**src/rtl/instr_fetch_queue.sv**
```systemverilog
// Instruction fetch front end: fetch PC, in-order imem requests, DEPTH-entry
// instruction FIFO toward decode. Optional macro: IFQ_MISALIGN_EN.
module instr_fetch_queue #(
    parameter int                  DEPTH       = 2,
    parameter int                  PC_WIDTH    = 32,
    parameter int                  INSTR_WIDTH = 32,
    parameter logic [PC_WIDTH-1:0] RESET_PC    = '0
) (
    input  logic                   clk,
    input  logic                   rst,
    input  logic                   redirect,
    input  logic [PC_WIDTH-1:0]    redirect_pc,
    output logic                   imem_req_valid,
    input  logic                   imem_req_ready,
    output logic [PC_WIDTH-1:0]    imem_req_addr,
    input  logic                   imem_rsp_valid,
    input  logic [INSTR_WIDTH-1:0] imem_rsp_data,
    output logic                   instr_valid,
    input  logic                   instr_ready,
    output logic [INSTR_WIDTH-1:0] instr,
    output logic [PC_WIDTH-1:0]    instr_pc
`ifdef IFQ_MISALIGN_EN
    ,
    output logic                   fetch_misalign
`endif
);

    localparam int AW = (DEPTH > 1) ? $clog2(DEPTH) : 1;
    localparam int CW = $clog2(DEPTH + 1) + 1;

    typedef logic [CW-1:0] cnt_t;

    localparam cnt_t DEPTH_C = cnt_t'(DEPTH);

    logic [PC_WIDTH-1:0]    fpc;
    cnt_t                   inflight;
    cnt_t                   discard;
    cnt_t                   count;
    cnt_t                   occupancy;
    logic [AW-1:0]          rd_ptr;
    logic [AW-1:0]          wr_ptr;
    logic [AW-1:0]          tag_rd;
    logic [AW-1:0]          tag_wr;
    logic [PC_WIDTH-1:0]    fifo_pc    [DEPTH];
    logic [INSTR_WIDTH-1:0] fifo_instr [DEPTH];
    logic [PC_WIDTH-1:0]    tag_q      [DEPTH];
    logic [PC_WIDTH-1:0]    redirect_tgt;
    logic                   misalign;
    logic                   pop;
    logic                   accept;
    logic                   drop;
    logic                   push;

`ifdef IFQ_MISALIGN_EN
    assign redirect_tgt   = redirect_pc;
    assign fetch_misalign = misalign;

    // Sticky misalign flag, re-evaluated on every redirect
    always_ff @(posedge clk or negedge rst) begin
        if (!rst) begin
            misalign <= 1'b0;
        end else if (redirect) begin
            misalign <= |redirect_pc[1:0];
        end
    end
`else
    assign redirect_tgt = redirect_pc & ~PC_WIDTH'(3);
    assign misalign     = 1'b0;
`endif

    // Credits count queued entries plus outstanding requests, net of this pop
    assign instr_valid    = (count != '0);
    assign pop            = instr_valid & instr_ready;
    assign occupancy      = count + inflight - cnt_t'(pop);
    assign imem_req_valid = rst & ~redirect & ~misalign
                          & (occupancy < DEPTH_C);
    assign imem_req_addr  = fpc;
    assign accept         = imem_req_valid & imem_req_ready;
    assign drop           = (discard != '0) | redirect;
    assign push           = imem_rsp_valid & ~drop;
    assign instr          = fifo_instr[rd_ptr];
    assign instr_pc       = fifo_pc[rd_ptr];

    // Fetch PC, flight/discard/occupancy counters and queue pointers
    always_ff @(posedge clk or negedge rst) begin
        if (!rst) begin
            fpc      <= RESET_PC;
            inflight <= '0;
            discard  <= '0;
            count    <= '0;
            rd_ptr   <= '0;
            wr_ptr   <= '0;
            tag_rd   <= '0;
            tag_wr   <= '0;
        end else begin
            inflight <= inflight + cnt_t'(accept)
                      - cnt_t'(imem_rsp_valid);
            if (accept) begin
                tag_wr <= tag_wr + AW'(1);
            end
            if (imem_rsp_valid) begin
                tag_rd <= tag_rd + AW'(1);
            end
            if (redirect) begin
                fpc     <= redirect_tgt;
                discard <= inflight - cnt_t'(imem_rsp_valid);
                count   <= '0;
                rd_ptr  <= '0;
                wr_ptr  <= '0;
            end else begin
                if (accept) begin
                    fpc <= fpc + PC_WIDTH'(4);
                end
                if (imem_rsp_valid && (discard != '0)) begin
                    discard <= discard - cnt_t'(1);
                end
                if (push) begin
                    wr_ptr <= wr_ptr + AW'(1);
                end
                if (pop) begin
                    rd_ptr <= rd_ptr + AW'(1);
                end
                count <= count + cnt_t'(push) - cnt_t'(pop);
            end
        end
    end

    // Tag queue written on accept; FIFO written with {tag, data} on response
    always_ff @(posedge clk or negedge rst) begin
        if (!rst) begin
            for (int i = 0; i < DEPTH; i++) begin
                fifo_pc[i]    <= '0;
                fifo_instr[i] <= '0;
                tag_q[i]      <= '0;
            end
        end else begin
            if (accept) begin
                tag_q[tag_wr] <= fpc;
            end
            if (push) begin
                fifo_pc[wr_ptr]    <= tag_q[tag_rd];
                fifo_instr[wr_ptr] <= imem_rsp_data;
            end
        end
    end

endmodule

```
**config.mk**
```make
export PLATFORM = sky130hd
export DESIGN_NAME = instr_fetch_queue
export DESIGN_NICKNAME = d
export VERILOG_FILES = /design/src/rtl/instr_fetch_queue.sv
export SDC_FILE = /design/constraint.sdc
export NUM_CORES = 1
export LEC_CHECK = 0
export CAP_MARGIN = 25
export CORE_UTILIZATION = 30
export CTS_BUF_LIST = sky130_fd_sc_hd__clkbuf_16
export CTS_CLUSTER_DIAMETER = 80
export DETAILED_ROUTE_END_ITERATION = 8
export PLACE_DENSITY = 0.46
export RECOVER_POWER = 50
export SLEW_MARGIN = 0
export SYNTH_ARGS = -nofsm -noshare
export SYNTH_HDL_FRONTEND = slang
export SYNTH_SLANG_ARGS = --single-unit
```
**constraint.sdc**
```tcl
create_clock -name clk -period 9.55 [get_ports clk]
set_input_delay 2.865 -clock clk [delete_from_list [all_inputs] [get_ports clk]]
set_output_delay 2.865 -clock clk [all_outputs]
set_load 0.05 [all_outputs]
```
Word level (Yosys, flattened, before mapping)
Cells that the tools add are included.

operators by class
  $add $sub $neg = 13
  order comparisons = 7
  muxes and demuxes = 25
  bitwise gates (word level) = 12
  reductions and logical operators = 9

operator list
  kind                                                      count
  two-way mux 32 bit                                        13
  bitwise mux 64 bit                                        3
  demux 32 bit (select 1 bit)                               2
  adder 32 x 3 -> 32 bit, second input constant             1
  subtractor 3 x 1 -> 3 bit                                 4
  two-way mux 3 bit                                         3
  greater-or-equal comparator 2 bit, second input constant  4
  NOT 1 -> 2 bit                                            4
  nonzero test 2 bit                                        4
  adder 3 x 1 -> 3 bit                                      2
  nonzero test 3 bit                                        2
  AND 1 bit                                                 5
  adder 1 bit, second input constant                        4
  < comparator 2 x 1 -> 1 bit, second input constant        2
  two-way mux 1 bit                                         4
  adder 3 bit                                               1
  logical AND 1 bit                                         3
  < comparator 3 x 2 -> 1 bit, second input constant        1
  subtractor 3 x 1 -> 3 bit, second input constant          1
  NOT 1 bit                                                 2
  bitwise OR 1 bit                                          1

storage, ports and cells
  flip-flop bits (word level) = 237
  input port bits = 70
  logic and storage cells = 80

Logic depth before layout (Yosys ltp)
Gate-level depths: netlist of run 1.

  depth after elaboration = 8
  depth in mapped cells = 17
  depth with buffers taken out = 16

Worst setup path after synthesis of run 1
OpenSTA, ideal clock, no wires.

  path kind = input to output
  start point = in instr_ready
  end point = out imem_req_valid
  arrival time = 5.481 ns
  required time = 6.685 ns
  path slack = 1.204 ns
  stages = 8
  buffers on the path = 1
  cells stage by stage = and2_1 -> ha_1 -> nand2b_1 -> fa_1 -> xnor2_1 -> xor2_1 -> buf_2 -> nor3_1

between the ends
  word-level cells in the longest chain between the ends = 4

ends and longest elaborated chain
  element                      RTL line  RTL
  start, declared              19        input logic instr_ready,
  AND 1 bit                    73        assign pop = instr_valid & instr_ready;
  subtractor 3 x 1 -> 3 bit    74        assign occupancy = count + inflight - cnt_t'(pop);
  < comparator 3 x 2 -> 1 bit  76        & (occupancy < DEPTH_C);
  AND 1 bit                    76
  end, declared                13        output logic imem_req_valid,

No other way between the ends.

Final worst setup path of run 1
Ends and elaborated chain as after synthesis.

==> results.cfg, run 1 <==
[critical_path]
cp_max_fo = 11
critPathLaunchType = input pin
rr_startpoint = count[1]$_DFF_PN0_
max_stage_delay_ps = 840
ff2ff_path_depth = 15
critPathBufInv = 3
crit_required_ps = 6690
timing.rr.end = inflight[2]$_DFF_PN0_
crit_top_cell = clkdlybuf4s50_1
regToRegSetupSlack_ps = 4890
critPathSlowestCell = clkdlybuf4s50_1
cp_data_arrival_time_ps = 5880
cp_top_family = buffers and inverters
setup.worst_path.class = in -> out
crit_path_end_kind = output port
crit_chain = clkdlybuf4s50_1 > and2_1 > ha_1 > nand2b_1 > fa_1 > xnor2_1 > xor2_1 > buf_4 > nor3_1 > clkdlybuf4s50_1

[routing]
dr.pass1.iters = 5
first_iter_violations = 278
ant_nets = 0
drcViolationCount = 0
finalWirelength_um = 26000
routed_via_density = 4.74
avgRoutedWirePerCell_um = 17.6
via_count = 7010

[hold_path]
hold_start = tag_rd$_DFFE_PN0P_
hold_end = tag_rd$_DFFE_PN0P_
whs_path_depth = 1
hold_path.class = reg -> reg

[run]
drv_cap = 4

[global_routing]
gr-total-overflow = 0
antenna_found_initial = 0
grtUsageMet2_pct = 22.2
grt_use_met3_pct = 3.07
met1_usage_pct = 22.2
grt.busiest_layer = met2
first_global_vias = 7160
grt_pass1_wl_um = 41900
grt.total_usage_pct = 15.0
grt_max_degree = 164

[die]
die_w_um = 188
core_um2 = 33800
rows = 67
fp.dieH_um = 188
die_area_um2 = 35400
start_util_pct = 30.7
io_pins = 168

[clock_network]
cts_resized = 0
clkSlewWorstSetupHoldPaths_ps = 60
cts-htree-levels = 1
cts_setup_buffers = 0
clockBufferDepth = 3
cts.hold.buffers_added = 0
cts_tree = done
clkSinkCount = 227
cts-buffers-inserted = 26
clock_latency_ps = 530
root_buffer = clkbuf_16

[sta]
holdWs_ps = 467
rsz0062_at_grt = no
finalSetupViolations = 0
fin_crit_sh_pct = 91.5
fin_worst_skew_ps = 8.06
finalHoldViolCount = 0
maxSlewViolCount = 304
fmax_mhz = 114
relSlewSlack_pct = -179
period_minus_slack_ps = 8740
tightest_slew_ps = 4190
finalSetupTns_ps = 0

[power_and_ir_drop]
intPower_mw = 2.78
power_leakage_nw = 5.78
power.share.clock_pct = 19.5
power_frac_comb_pct = 48.0
powerDensity_nw_per_um2 = 360
totalPowerFinal_mw = 4.75
power_switching_share_pct = 41.5
power_switching_mw = 1.97
p_seq_share_pct = 32.5
ir_worst_vdd_mv = 0.165

[finish]
area_growth_pct = 27.2
final_common_cell = dfrtp_1
drive_gt1_share_pct = 23.2
num_antenna_cells = 0
layout_common_cells = dfrtp_1 (226), mux2_2 (186), clkdlybuf4s50_1 (158)
n_fill_cell = 3258
utilization_pct = 39.1
nets = 1096

[synthesis]
synth_flop_cell = dfrtp_1
synth_warnings = 0
yosysSeqAreaShare_pct = 54.7
synth_seq_cells = 227
synth-edff-count = 0
synthArstFlopShare_pct = 100
syn_inst = 864
syn_area_um2 = 10400
synthDistinctLibCells = 46
syn_area_per_cell_um2 = 12.0

[placed_design]
globalplace.congestion = 0.785
port_buffers = 161
place_hpwl_um = 16700

[outcome]
violations = max-capacitance violations, max-slew violations
outcome = finished, violations left
[worst max path at each step]
stage | startpoint | end | slack [ps] | cells past startpoint
global placement | instr_ready | imem_req_valid | 740 | 10
detailed placement | instr_ready | imem_req_valid | 830 | 10
finish | instr_ready | imem_req_valid | 810 | 10
floorplan | instr_ready | imem_req_valid | 1200 | 8
global route | instr_ready | imem_req_valid | 630 | 10
CTS | instr_ready | imem_req_valid | 800 | 10
[cell usage after synthesis, drive strengths merged (2+ instances only)]
cell type  instances  area share (%)
nand3             22             1.1
o31ai              2            0.14
mux2i             33             3.2
dfrtp            227              55
nand2             67             2.4
nor2b              2            0.12
ha                11             1.3
buf               28             1.3
xor2               6            0.51
a221o             10            0.96
a21o               9            0.65
mux2             186              20
xnor2              9            0.76
o21ai             44             2.1
o311ai             8            0.67
fa                 3            0.58
o221ai             2            0.17
nand2b             2            0.12
nor2              49             1.8
a21oi             38             1.8
a22oi              2            0.14
nor4               6            0.42
or4                4            0.29
nand4              7            0.48
inv               24            0.87
o211ai             6            0.43
nor3              17            0.82
clkbuf            26            0.94
or3                4            0.24
[final cells by class]
cell class / count / area, um2 / area share (%)
Timing Repair Buffer: 171 / 1680 / 12.7
Clock buffer: 27 / 676 / 5.12
Sequential cell: 227 / 5680 / 43.0
Multi-Input combinational cell: 562 / 4400 / 33.3
Inverter: 24 / 90.1 / 0.682
Tap cell: 448 / 561 / 4.24
Clock inverter: 21 / 115 / 0.871
[cell families after synthesis]
family / after synthesis / share of synthesized area, %
and+or+nand+nor: 185 / 8.17
other: 1 / 0.0361
AOI/OAI and AO/OA: 125 / 7.46
buffers and inverters: 78 / 3.14
DFF: 227 / 54.7
adders and majority gates: 14 / 1.90
xor gates and xnor gates: 15 / 1.26
muxes: 219 / 23.3
[metrics by stage]
step	cells	worst slack, ps	instance area, um2
3_3_place_gp	1432	744	12400
2_1_floorplan	867	1200	10400
5_1_grt	1480	634	13200
4_1_cts	1480	797	13200
3_5_place_dp	1432	825	12400
6_report	1480	809	13200
[power by group through the flow]
stage	Sequential, mW	Clock, mW	Combinational, mW
4_1_cts	1.55	0.965	2.32
5_1_grt	1.60	1.00	2.44
3_5_place_dp	1.57	0	2.31
3_3_place_gp	1.56	0	2.30
2_1_floorplan	1.57	0	1.58
6_report	1.55	0.925	2.28
[layer usage]
metal | part of all wire [%] | up-vias
met5 | 0 | -
met4 | 1.7 | 0
met3 | 6.3 | 40
met2 | 42 | 186
met1 | 50 | 3421
li1 | - | 3363
[sequential cells by signal, indices dropped and copies added, names as in the netlist]
signal,count
count,3
tag_wr,1
fifo_pc,60
tag_rd,1
rd_ptr,1
fifo_instr,64
inflight,3
discard,3
imem_req_addr,30
wr_ptr,1
tag_q,60
Note: power is estimated with default switching activity, not from simulation.
==> run 2: changes to the inputs <==
--- a/config.mk
+++ b/config.mk
@@ -6,11 +6,11 @@
 export NUM_CORES = 1
 export LEC_CHECK = 0
 export CAP_MARGIN = 25
-export CORE_UTILIZATION = 30
+export CORE_UTILIZATION = 35
 export CTS_BUF_LIST = sky130_fd_sc_hd__clkbuf_16
 export CTS_CLUSTER_DIAMETER = 80
 export DETAILED_ROUTE_END_ITERATION = 8
-export PLACE_DENSITY = 0.46
+export PLACE_DENSITY = 0.52
 export RECOVER_POWER = 50
 export SLEW_MARGIN = 0
 export SYNTH_ARGS = -nofsm -noshare
==> run 2 against run 1 <==
Against the previous run:
- the flow still finishes with violations (max-capacitance violations, max-slew violations)
- combinational power about the same
- global-route usage increased by 1.8 points
- sequential power about the same
- core utilization up 6.2 points
- sequential cell count stayed put
- register-to-register slack worse by 130 ps
- wire length down 4.5%
- first-iteration DRC count is 48% higher
- critical path depth stayed put
==> results.cfg, run 2 (synthesis gave the netlist of run 1 again) <==
[die]
core_um2 = 28900
die_w_um = 174
io_pins = 168
fp.dieH_um = 174
start_util_pct = 35.9
die_area_um2 = 30400
rows = 62

[run]
drv_cap = 4

[sta]
finalHoldViolCount = 0
maxSlewViolCount = 305
fin_worst_skew_ps = 8.33
fin_crit_sh_pct = 91.8
period_minus_slack_ps = 8760
finalSetupTns_ps = 0
tightest_slew_ps = 4160
relSlewSlack_pct = -177
rsz0062_at_grt = no
finalSetupViolations = 0
fmax_mhz = 114

[finish]
largest_register_ff_count = 64
final_common_cell = dfrtp_1
layout_common_cells = dfrtp_1 (226), mux2_2 (186), clkdlybuf4s50_1 (158)
largest-register = fifo_instr
num_antenna_cells = 0
area_growth_pct = 26.1
drive_gt1_share_pct = 22.6
n_fill_cell = 2756
reg.largest.list = fifo_instr x64, fifo_pc x60, tag_q x60
nets = 1097
final_cells = 1416

[critical_path]
crit_required_ps = 6690
cp_max_fo = 11
critPathLaunchType = input pin
ff2ff_path_depth = 15
crit_path_end_kind = output port
cp_data_arrival_time_ps = 5900
setup.worst_path.class = in -> out

[global_routing]
grt_max_degree = 166
grt_pass1_wl_um = 40900
antenna_found_initial = 0
grt.total_usage_pct = 16.7
first_global_vias = 7216
gr-total-overflow = 0

[clock_network]
cts_setup_buffers = 0
clockBufferDepth = 3
cts-htree-levels = 1
cts-buffers-inserted = 27
root_buffer = clkbuf_16
cts_tree = done
clkSinkCount = 227
clock_latency_ps = 520
cts_resized = 0
cts.hold.buffers_added = 0
clkSlewWorstSetupHoldPaths_ps = 60

[placed_design]
numPlacedInstances = 1368
port_buffers = 161
globalplace.congestion = 0.792
place_hpwl_um = 16000

[routing]
first_iter_violations = 411
avgRoutedWirePerCell_um = 17.5
top_layer = met4
via_count = 7082
ant_nets = 0
route.layer.met1.wl_um = 12400
routed_via_density = 5.00
drcViolationCount = 0
met3RoutedLength_um = 1240
finalWirelength_um = 24800
dr.pass1.iters = 4
wl_met2_um = 10700

[hold_path]
whs_path_depth = 1
hold_path.class = reg -> reg

[outcome]
violations = max-capacitance violations, max-slew violations
outcome = finished, violations left

[power_and_ir_drop]
power_leakage_nw = 5.79
powerDensity_nw_per_um2 = 360
ir_worst_vdd_mv = 0.223
==> run 2: cell count changes in the layout (fill, tap and decap cells not counted) <==
cell	before	now
bufinv_16	1	0
clkinv_1	9	7
clkinv_4	0	1
clkinv_2	8	2
inv_1	26	34
==> run 2: final timing paths <==
check                                        start                         end  slack, ps
max in group asynchronous                      rst     fifo_pc[42]$_DFFE_PN0P_       2840
worst max-delay path                   instr_ready              imem_req_valid        790
min in group asynchronous                      rst  fifo_instr[27]$_DFFE_PN0P_       2290
worst min register to register  tag_rd$_DFFE_PN0P_          tag_rd$_DFFE_PN0P_        470
worst min-delay path            tag_rd$_DFFE_PN0P_          tag_rd$_DFFE_PN0P_        470
worst max register to register  count[1]$_DFF_PN0_       inflight[2]$_DFF_PN0_       4760
==> run 2: layer usage <==
metal	global-route usage, %	vias to the layer above
li1	-	3384
met2	24.9	179
met5	0	-
met4	3.84	0
met3	2.91	36
met1	25.2	3483
==> run 2: layout make-up <==
type	count	area, um2	share of cell area, %
clock inverters	21	86.3	0.659
clock buffers	27	676	5.16
multi-input cells	562	4400	33.6
repair buffers	171	1680	12.8
flip-flops and latches	227	5680	43.4
inverters	24	90.1	0.688
well taps	384	480	3.67
==> run 2: report_power, final <==
part	internal (mW)	total [mW]	switching, mW
registers	1.32	1.55	0.226
clock network	0.506	0.891	0.385
logic	0.925	2.28	1.35
==> run 2: worst max-delay path: stages <==
cell	delay, ps
clkdlybuf4s50_1	450
and2_1	180
ha_1	250
nand2b_1	150
fa_1	380
xnor2_1	270
xor2_1	100
buf_4	200
nor3_1	210
clkdlybuf4s50_1	840
==> run 2: metrics by stage <==
step	setup slack [ps]	hold slack, ps	cell area (um2)	power, mW	util, %
after floorplan	1200	444	10400	3.15	-
after global placement	797	454	12400	3.83	42.7
after detailed placement	788	460	12400	3.86	42.7
after CTS	771	468	13100	4.78	45.4
after global routing	679	489	13100	5.00	45.3
final	788	468	13100	4.72	45.3
